[src/rtl/lcd_timing_gen.sv]
// lcd_timing_gen: parametrised RGB-LCD timing generator.
//
// Produces HSYNC/VSYNC/DE with programmable polarity and per-axis
// sync/back-porch/active/front-porch lengths. It also issues pixel requests
// (pix_req, x_pos, y_pos) far enough ahead of the pins that a pixel source
// with a fixed pipeline depth of RGB_LATENCY clocks lines up exactly. A
// built-in 8-bar colour pattern can replace the external rgb input.
//
// Ports
//   PixelClk     pixel clock, the only clock
//   nRST         asynchronous active-low reset
//   en           1 = run timing; 0 = counters held at 0, pins inactive
//   pattern_en   1 = drive colour bars instead of rgb (sampled per pixel)
//   rgb          {R[7:0],G[7:0],B[7:0]}, valid RGB_LATENCY clocks after request
//   pix_req      x_pos/y_pos name a visible pixel this cycle
//   x_pos/y_pos  visible column / visible row + Y_OFFSET
//   frame_start  1-cycle pulse with the request of pixel (0,0)
//   line_start   1-cycle pulse with every request at x = 0
//   LCD_*        registered panel timing and colour
//
// Request protocol: pix_req is a one-way strobe with no ready/backpressure.
// The pixel source must accept every request and return its colour on rgb
// exactly RGB_LATENCY clocks later; x_pos/y_pos are only meaningful while
// pix_req is high and hold their last value otherwise.
//
// Pipeline: counters -> stage 1 (requests, sync/DE flags, bar index) ->
// RGB_LATENCY-deep delay line -> pin register. Every pin therefore lags the
// counters by RGB_LATENCY+2 clocks.
module lcd_timing_gen #(
  parameter int H_SYNC      = 1,
  parameter int H_BP        = 182,
  parameter int H_ACTIVE    = 800,
  parameter int H_FP        = 210,
  parameter int V_SYNC      = 5,
  parameter int V_BP        = 0,
  parameter int V_ACTIVE    = 480,
  parameter int V_FP        = 45,
  parameter bit HS_POL      = 1'b0,
  parameter bit VS_POL      = 1'b0,
  parameter bit DE_POL      = 1'b1,
  parameter int X_W         = 12,
  parameter int Y_W         = 11,
  parameter int Y_OFFSET    = 56,
  parameter int RGB_LATENCY = 0,
  parameter int R_BITS      = 5,
  parameter int G_BITS      = 6,
  parameter int B_BITS      = 5
) (
  input  logic              PixelClk,
  input  logic              nRST,
  input  logic              en,
  input  logic              pattern_en,
  input  logic [23:0]       rgb,
  output logic              pix_req,
  output logic [X_W-1:0]    x_pos,
  output logic [Y_W-1:0]    y_pos,
  output logic              frame_start,
  output logic              line_start,
  output logic              LCD_HSYNC,
  output logic              LCD_VSYNC,
  output logic              LCD_DE,
  output logic [R_BITS-1:0] LCD_R,
  output logic [G_BITS-1:0] LCD_G,
  output logic [B_BITS-1:0] LCD_B
);

  localparam int H_TOT   = H_SYNC + H_BP + H_ACTIVE + H_FP;
  localparam int V_TOT   = V_SYNC + V_BP + V_ACTIVE + V_FP;
  localparam int HC_W    = $clog2(H_TOT) + 1;
  localparam int VC_W    = $clog2(V_TOT) + 1;
  localparam int H_START = H_SYNC + H_BP;
  localparam int H_END   = H_START + H_ACTIVE;
  localparam int V_START = V_SYNC + V_BP;
  localparam int V_END   = V_START + V_ACTIVE;
  localparam int BAR_W   = H_ACTIVE / 8;
  localparam int BC_W    = $clog2(H_ACTIVE) + 1;

  // Flags that travel together from stage 1 to the pin register.
  typedef struct packed {
    logic       hs;
    logic       vs;
    logic       de;
    logic       pat;
    logic [2:0] bar;
  } pipe_t;

  // ---------------------------------------------------------------------------
  // Counters
  // ---------------------------------------------------------------------------
  logic [HC_W-1:0] h_cnt;
  logic [VC_W-1:0] v_cnt;
  logic            h_last;
  logic            v_last;

  assign h_last = (h_cnt == HC_W'(H_TOT - 1));
  assign v_last = (v_cnt == VC_W'(V_TOT - 1));

  always_ff @(posedge PixelClk or negedge nRST) begin
    if (!nRST) begin
      h_cnt <= '0;
      v_cnt <= '0;
    end else if (!en) begin
      h_cnt <= '0;
      v_cnt <= '0;
    end else if (h_last) begin
      h_cnt <= '0;
      v_cnt <= v_last ? '0 : v_cnt + 1'b1;
    end else begin
      h_cnt <= h_cnt + 1'b1;
    end
  end

  // ---------------------------------------------------------------------------
  // Region decode
  // ---------------------------------------------------------------------------
  logic h_sync, v_sync, h_act, v_act, h_first, v_first;

  assign h_sync  = (h_cnt < HC_W'(H_SYNC));
  assign v_sync  = (v_cnt < VC_W'(V_SYNC));
  assign h_act   = (h_cnt >= HC_W'(H_START)) && (h_cnt < HC_W'(H_END));
  assign v_act   = (v_cnt >= VC_W'(V_START)) && (v_cnt < VC_W'(V_END));
  assign h_first = (h_cnt == HC_W'(H_START));
  assign v_first = (v_cnt == VC_W'(V_START));

  // Coordinate arithmetic is done at the output width so it wraps modulo
  // 2^X_W / 2^Y_W.
  logic [X_W-1:0] x_next;
  logic [Y_W-1:0] y_next;

  assign x_next = X_W'(h_cnt) - X_W'(H_START);
  assign y_next = Y_W'(v_cnt) - Y_W'(V_START) + Y_W'(Y_OFFSET);

  // ---------------------------------------------------------------------------
  // Bar tracking: a run-length counter instead of x / BAR_W. The index stops
  // at 7 so the last bar absorbs the remainder H_ACTIVE - 7*BAR_W.
  // ---------------------------------------------------------------------------
  logic [2:0]      bar_idx, bar_idx_next;
  logic [BC_W-1:0] bar_cnt, bar_cnt_next;

  always_comb begin
    bar_idx_next = bar_idx;
    bar_cnt_next = bar_cnt;
    if (h_first) begin
      bar_idx_next = '0;
      bar_cnt_next = '0;
    end else if (h_act) begin
      if ((bar_cnt == BC_W'(BAR_W - 1)) && (bar_idx != 3'd7)) begin
        bar_idx_next = bar_idx + 3'd1;
        bar_cnt_next = '0;
      end else begin
        bar_cnt_next = bar_cnt + 1'b1;
      end
    end
  end

  // ---------------------------------------------------------------------------
  // Stage 1: requests and pipeline flags
  // ---------------------------------------------------------------------------
  pipe_t s1;

  always_ff @(posedge PixelClk or negedge nRST) begin
    if (!nRST) begin
      pix_req     <= 1'b0;
      frame_start <= 1'b0;
      line_start  <= 1'b0;
      x_pos       <= '0;
      y_pos       <= '0;
      s1          <= '0;
      bar_idx     <= '0;
      bar_cnt     <= '0;
    end else if (!en) begin
      pix_req     <= 1'b0;
      frame_start <= 1'b0;
      line_start  <= 1'b0;
      x_pos       <= '0;
      y_pos       <= '0;
      s1          <= '0;
      bar_idx     <= '0;
      bar_cnt     <= '0;
    end else begin
      pix_req     <= h_act & v_act;
      frame_start <= h_first & v_first;
      line_start  <= h_first & v_act;
      if (h_act && v_act) begin
        x_pos <= x_next;
        y_pos <= y_next;
      end
      s1.hs   <= h_sync;
      s1.vs   <= v_sync;
      s1.de   <= h_act & v_act;
      s1.pat  <= pattern_en;
      s1.bar  <= bar_idx_next;
      bar_idx <= bar_idx_next;
      bar_cnt <= bar_cnt_next;
    end
  end

  // ---------------------------------------------------------------------------
  // Delay line matching the pixel source latency
  // ---------------------------------------------------------------------------
  pipe_t dl_out;

  generate
    if (RGB_LATENCY > 0) begin : g_dl
      pipe_t dl [RGB_LATENCY];

      always_ff @(posedge PixelClk or negedge nRST) begin
        if (!nRST) begin
          for (int i = 0; i < RGB_LATENCY; i++) dl[i] <= '0;
        end else if (!en) begin
          for (int i = 0; i < RGB_LATENCY; i++) dl[i] <= '0;
        end else begin
          dl[0] <= s1;
          for (int i = 1; i < RGB_LATENCY; i++) dl[i] <= dl[i-1];
        end
      end

      assign dl_out = dl[RGB_LATENCY-1];
    end else begin : g_nodl
      assign dl_out = s1;
    end
  endgenerate

  // ---------------------------------------------------------------------------
  // Pin register
  // ---------------------------------------------------------------------------
  // Bar order white, yellow, cyan, green, magenta, red, blue, black maps to
  // R = ~idx[1], G = ~idx[2], B = ~idx[0].
  logic bar_r, bar_g, bar_b;

  assign bar_r = ~dl_out.bar[1];
  assign bar_g = ~dl_out.bar[2];
  assign bar_b = ~dl_out.bar[0];

  // Low colour bits are dropped when the panel channel is narrower than 8.
  logic unused_rgb;
  assign unused_rgb = ^rgb;

  always_ff @(posedge PixelClk or negedge nRST) begin
    if (!nRST) begin
      LCD_HSYNC <= ~HS_POL;
      LCD_VSYNC <= ~VS_POL;
      LCD_DE    <= ~DE_POL;
      LCD_R     <= '0;
      LCD_G     <= '0;
      LCD_B     <= '0;
    end else if (!en) begin
      LCD_HSYNC <= ~HS_POL;
      LCD_VSYNC <= ~VS_POL;
      LCD_DE    <= ~DE_POL;
      LCD_R     <= '0;
      LCD_G     <= '0;
      LCD_B     <= '0;
    end else begin
      LCD_HSYNC <= dl_out.hs ? HS_POL : ~HS_POL;
      LCD_VSYNC <= dl_out.vs ? VS_POL : ~VS_POL;
      LCD_DE    <= dl_out.de ? DE_POL : ~DE_POL;
      if (!dl_out.de) begin
        LCD_R <= '0;
        LCD_G <= '0;
        LCD_B <= '0;
      end else if (dl_out.pat) begin
        LCD_R <= {R_BITS{bar_r}};
        LCD_G <= {G_BITS{bar_g}};
        LCD_B <= {B_BITS{bar_b}};
      end else begin
        LCD_R <= rgb[23 -: R_BITS];
        LCD_G <= rgb[15 -: G_BITS];
        LCD_B <= rgb[7 -: B_BITS];
      end
    end
  end

endmodule

[config.mk]
export PLATFORM = sky130hd
export DESIGN_NAME = lcd_timing_gen
export DESIGN_NICKNAME = d
export VERILOG_FILES = /design/src/rtl/lcd_timing_gen.sv
export SDC_FILE = /design/constraint.sdc
export NUM_CORES = 1
export LEC_CHECK = 0
export CORE_ASPECT_RATIO = 1.2
export CORE_MARGIN = 2
export CORE_UTILIZATION = 45
export CTS_BUF_LIST = sky130_fd_sc_hd__clkbuf_8
export DETAILED_ROUTE_END_ITERATION = 8
export PLACE_DENSITY = 0.69
export SKIP_CTS_REPAIR_TIMING = 1
export SYNTH_ARGS = -nofsm -noshare
export SYNTH_HDL_FRONTEND = slang
export SYNTH_SLANG_ARGS = --single-unit
export TNS_END_PERCENT = 10
[constraint.sdc]
create_clock -name PixelClk -period 4.5 [get_ports PixelClk]
set_clock_uncertainty 0.15 [all_clocks]
set_input_delay 0.9 -clock PixelClk [delete_from_list [all_inputs] [get_ports PixelClk]]
set_output_delay 0.9 -clock PixelClk [all_outputs]
set_load 0.05 [all_outputs]
==> impl_results.md <==
- Status: completed
- Critical path's largest stage delay: 0.68 ns
- 1st-iter DRT viols: 223
- Initial DRT Pass Iterations: 4
- R2r endpoint: y_pos[6]$_DFFE_PN0P_
- Critical path's slowest cell: and3_1
- Initial antenna violation count: 0
- Critical Path Source Type: flop
- Final Hold Fails: 0
- Simple-Gate Fraction of Synth Area: 0.223
- Die height: 111 um
- Hold path depth: 1
- Post-synthesis async set-or-reset flop share: 1.00
- Area growth, synth to finish: 20.1%
- Worst-case clock buffer depth: 2
- CP Cell Sequence: ha_1, a21oi_1, a211o_1, and3_1, nand2_1, o31ai_1
- Period utilisation layout: 0.653
- Ranking of synthesized cells by area: dfrtp_1, a21oi_1, o21ai_0
- Antenna Nets Post-Route: 0
- Synth Register Bits: 85
- R2R setup slack: 1.56 ns
- Seq/Total Area, Yosys: 0.492
- Pin count of the biggest net entering global routing: 59
- Final HPWL DP: 6.70 mm
- Final Wtd Congestion: 0.841
- CTS buffer count: 9
- Die width: 93.5 um
- Post-Synth Adder-Cell Area: 0.0231
- Final Critical Period: 2.94 ns
- Slew @ Worst Pin: 0.866 ns
- Distinct cell type count after synthesis: 54
- Max Cap Viol: 0
- Clock transition at path regs: 0.09 ns
- Die area: 0.0104 mm^2
- Hold endpoint: LCD_HSYNC$_DFF_PN1_
- Yosys warnings: 0
- Cell family with most CP delay: simple AND/OR/NAND/NOR gates
- Multiplexer share of the synthesized area: 0.00694
- Total track usage: 0.199
- Reg2reg start: h_cnt[0]$_DFF_PN0_
- Synth Area in Compound Gates: 0.170
- Nets: 536
- Root buffer cell: clkbuf_8
- TritonCTS clock tree: yes
- WL per Instance: 15.6 um
- H-tree depth reported by CTS: 3
- Synth top area share: 0.480
- Initial Util: 0.460
- Setup violations, final: 0
- Synth Area per Inst: 9.58 um^2
- Mapped Nets: 488
- Port Buf Inserts: 64
- Cell Pwr Density: 274 mW/mm^2
- Post-synthesis cell area: 0.00433 mm^2
- Crit-path max FO: 21
- CTS Sinks: 85
- Clock Latency Late Sink: 0.36 ns
- First-pass GRT wire length: 16.9 mm
- GRT overflow: 0
- Hold wc startpoint: dl_out[6]$_DFF_PN0_
- Fin. max-slew vios: 0
- Number of global-route vias before repair: 3561
- Yosys top cell by area: dfrtp_1
- Post-Route WL: 9.81 mm
- Core box area: 0.00942 mm^2
- Worst Path Buf+Inv: 0
- Post-Synth XOR/XNOR Area: 0.0425
- Critical path class: reg -> reg
- Setup tns final: 0 ns
- Via density: 5.63
- FMAX: 341 MHz
- Drt drc: 0
- RSZ-0062 raised after global routing: no
- Post-Synthesis Cells: 452
- Largest family of logic cells by synthesized area: simple AND/OR/NAND/NOR gates
- Share of cells above drive strength 1: 0.0635
- Maximum VDD drop: 0.159 mV
- R2r worst-path depth: 6
- Crit path DAT: 3.06 ns
- IO Count: 73
- Via count: 3527
- Antenna diodes: 0
- Number of flops mapped to enable cells by yosys: 0
- HP Class: reg -> reg
- Power Total: 0.00143 W
- Critical Path Sink Type: flop
- FP Rows: 39
- Ys flop type: dfrtp_1
- Worst path required time: 4.62 ns
- Pleak: 2.30 nW
- Slew headroom: 0.419
## how the worst max path moves through the flow
| stage | from | to | cells after the start | slack (ns) |
|---|---|---|---|---|
| global placement | en | v_cnt[6]$_DFFE_PN0P_ | 6 | 1.24 |
| global route | h_cnt[0]$_DFF_PN0_ | y_pos[6]$_DFFE_PN0P_ | 6 | 1.33 |
| detailed placement | en | v_cnt[6]$_DFFE_PN0P_ | 6 | 1.22 |
| CTS | h_cnt[0]$_DFF_PN0_ | v_cnt[6]$_DFFE_PN0P_ | 6 | 1.56 |
| floorplan | en | bar_cnt[3]$_DFFE_PN0P_ | 6 | 2.12 |
| finish | h_cnt[0]$_DFF_PN0_ | y_pos[6]$_DFFE_PN0P_ | 6 | 1.56 |
## stage by stage
stage | utilization | setup WS [ns] | hold WS, ns | cells | cell area [um^2]
after detailed placement | 0.532 | 1.22 | 0.209 | 612 | 5010
final | 0.552 | 1.56 | 0.218 | 627 | 5200
after global routing | 0.552 | 1.33 | 0.238 | 627 | 5200
after floorplan | - | 2.12 | 0.202 | 452 | 4330
after global placement | 0.532 | 1.24 | 0.206 | 612 | 5010
after CTS | 0.552 | 1.56 | 0.218 | 627 | 5200
## cell families (layout without fill, tap and decap cells)
logic type | count (synthesis) | count (layout)
AOI/OAI and AO/OA | 114 | 114
DFF | 85 | 85
adders and majority gates | 8 | 8
muxes | 3 | 3
buffers and inverters | 42 | 94
and+or+nand+nor | 179 | 179
xor gates and xnor gates | 21 | 21
## cells in the final DEF (no fill, tap or decap), drive strengths merged, types with 2 or more instances in the layout
cell type      instances
dfstp                  2
clkinvlp               2
nand2b                23
clkdlybuf4s50         63
xnor2                 12
nor2                  31
nor2b                  2
inv                   12
o21ai                 33
ha                     8
nand3                 30
o2111ai                2
or4b                   3
xor2                   9
nor4                   4
buf                    5
dfrtp                 83
and3b                  2
clkinv                 2
or4                    6
nand4                  9
and2                   3
nand2                 38
or2                    2
nor4bb                 2
o211a                 10
a21oi                 37
a31oi                  2
nand3b                 4
clkbuf                 9
and3                   7
nor3                   6
o211ai                 8
or3                    5
o31ai                  8
a21o                   5
mux2i                  3
## sequential cells by signal, indices dropped and copies added (netlist names)
register and count:
LCD_B 5, LCD_DE 1, LCD_G 6, LCD_HSYNC 1, LCD_R 5, LCD_VSYNC 1, bar_cnt 11, bar_idx 1
dl_out 5, frame_start 1, h_cnt 12, line_start 1, pix_req 1, v_cnt 11, x_pos 12, y_pos 11
## synthesized netlist by cell type (2+ instances only)
master and n:
o21ai_0 32, nand3b_1 4, nor4_1 3, nand2b_1 22, o31ai_1 7, a21o_1 5
ha_1 8, a21oi_1 37, clkbuf_1 20, nor2_1 31, or4_1 6, a31oi_1 2
xnor2_1 12, buf_2 8, dfrtp_1 83, or3_1 5, nand4_1 9, inv_1 11
o211ai_1 8, nor2b_1 2, or2_2 2, dfstp_2 2, nand3_1 30, mux2i_1 3
o211a_1 10, and2_1 3, buf_6 2, xor2_1 9, o2111ai_1 2, nor3_1 5
nor4bb_1 2, nand2_1 38, and3_1 7, and3b_1 2
## power by group
group          switching [W]  total (W)  leakage (nW)  internal [W]
sequential         0.0000135   0.000786          1.17      0.000772
clock               0.000283   0.000536        0.0927      0.000253
combinational      0.0000637   0.000105          1.03     0.0000409
## layout make-up
class / count / area (um^2)
Inverter: 11 / 41.3
Sequential cell: 85 / 2130
Timing Repair Buffer: 68 / 668
Fill cell: 846 / 4220
Clock buffer: 9 / 124
Tap cell: 123 / 154
Multi-Input combinational cell: 325 / 2020
Clock inverter: 6 / 66.3
## metal layers
layer,vias up,GRT usage,routed length [um]
met1,1727,0.268,4370
met2,83,0.319,4870
met5,-,0,0
li1,1698,-,-
met3,19,0.0284,393
met4,0,0.0870,179
Note: power is estimated with default switching activity, not from simulation.
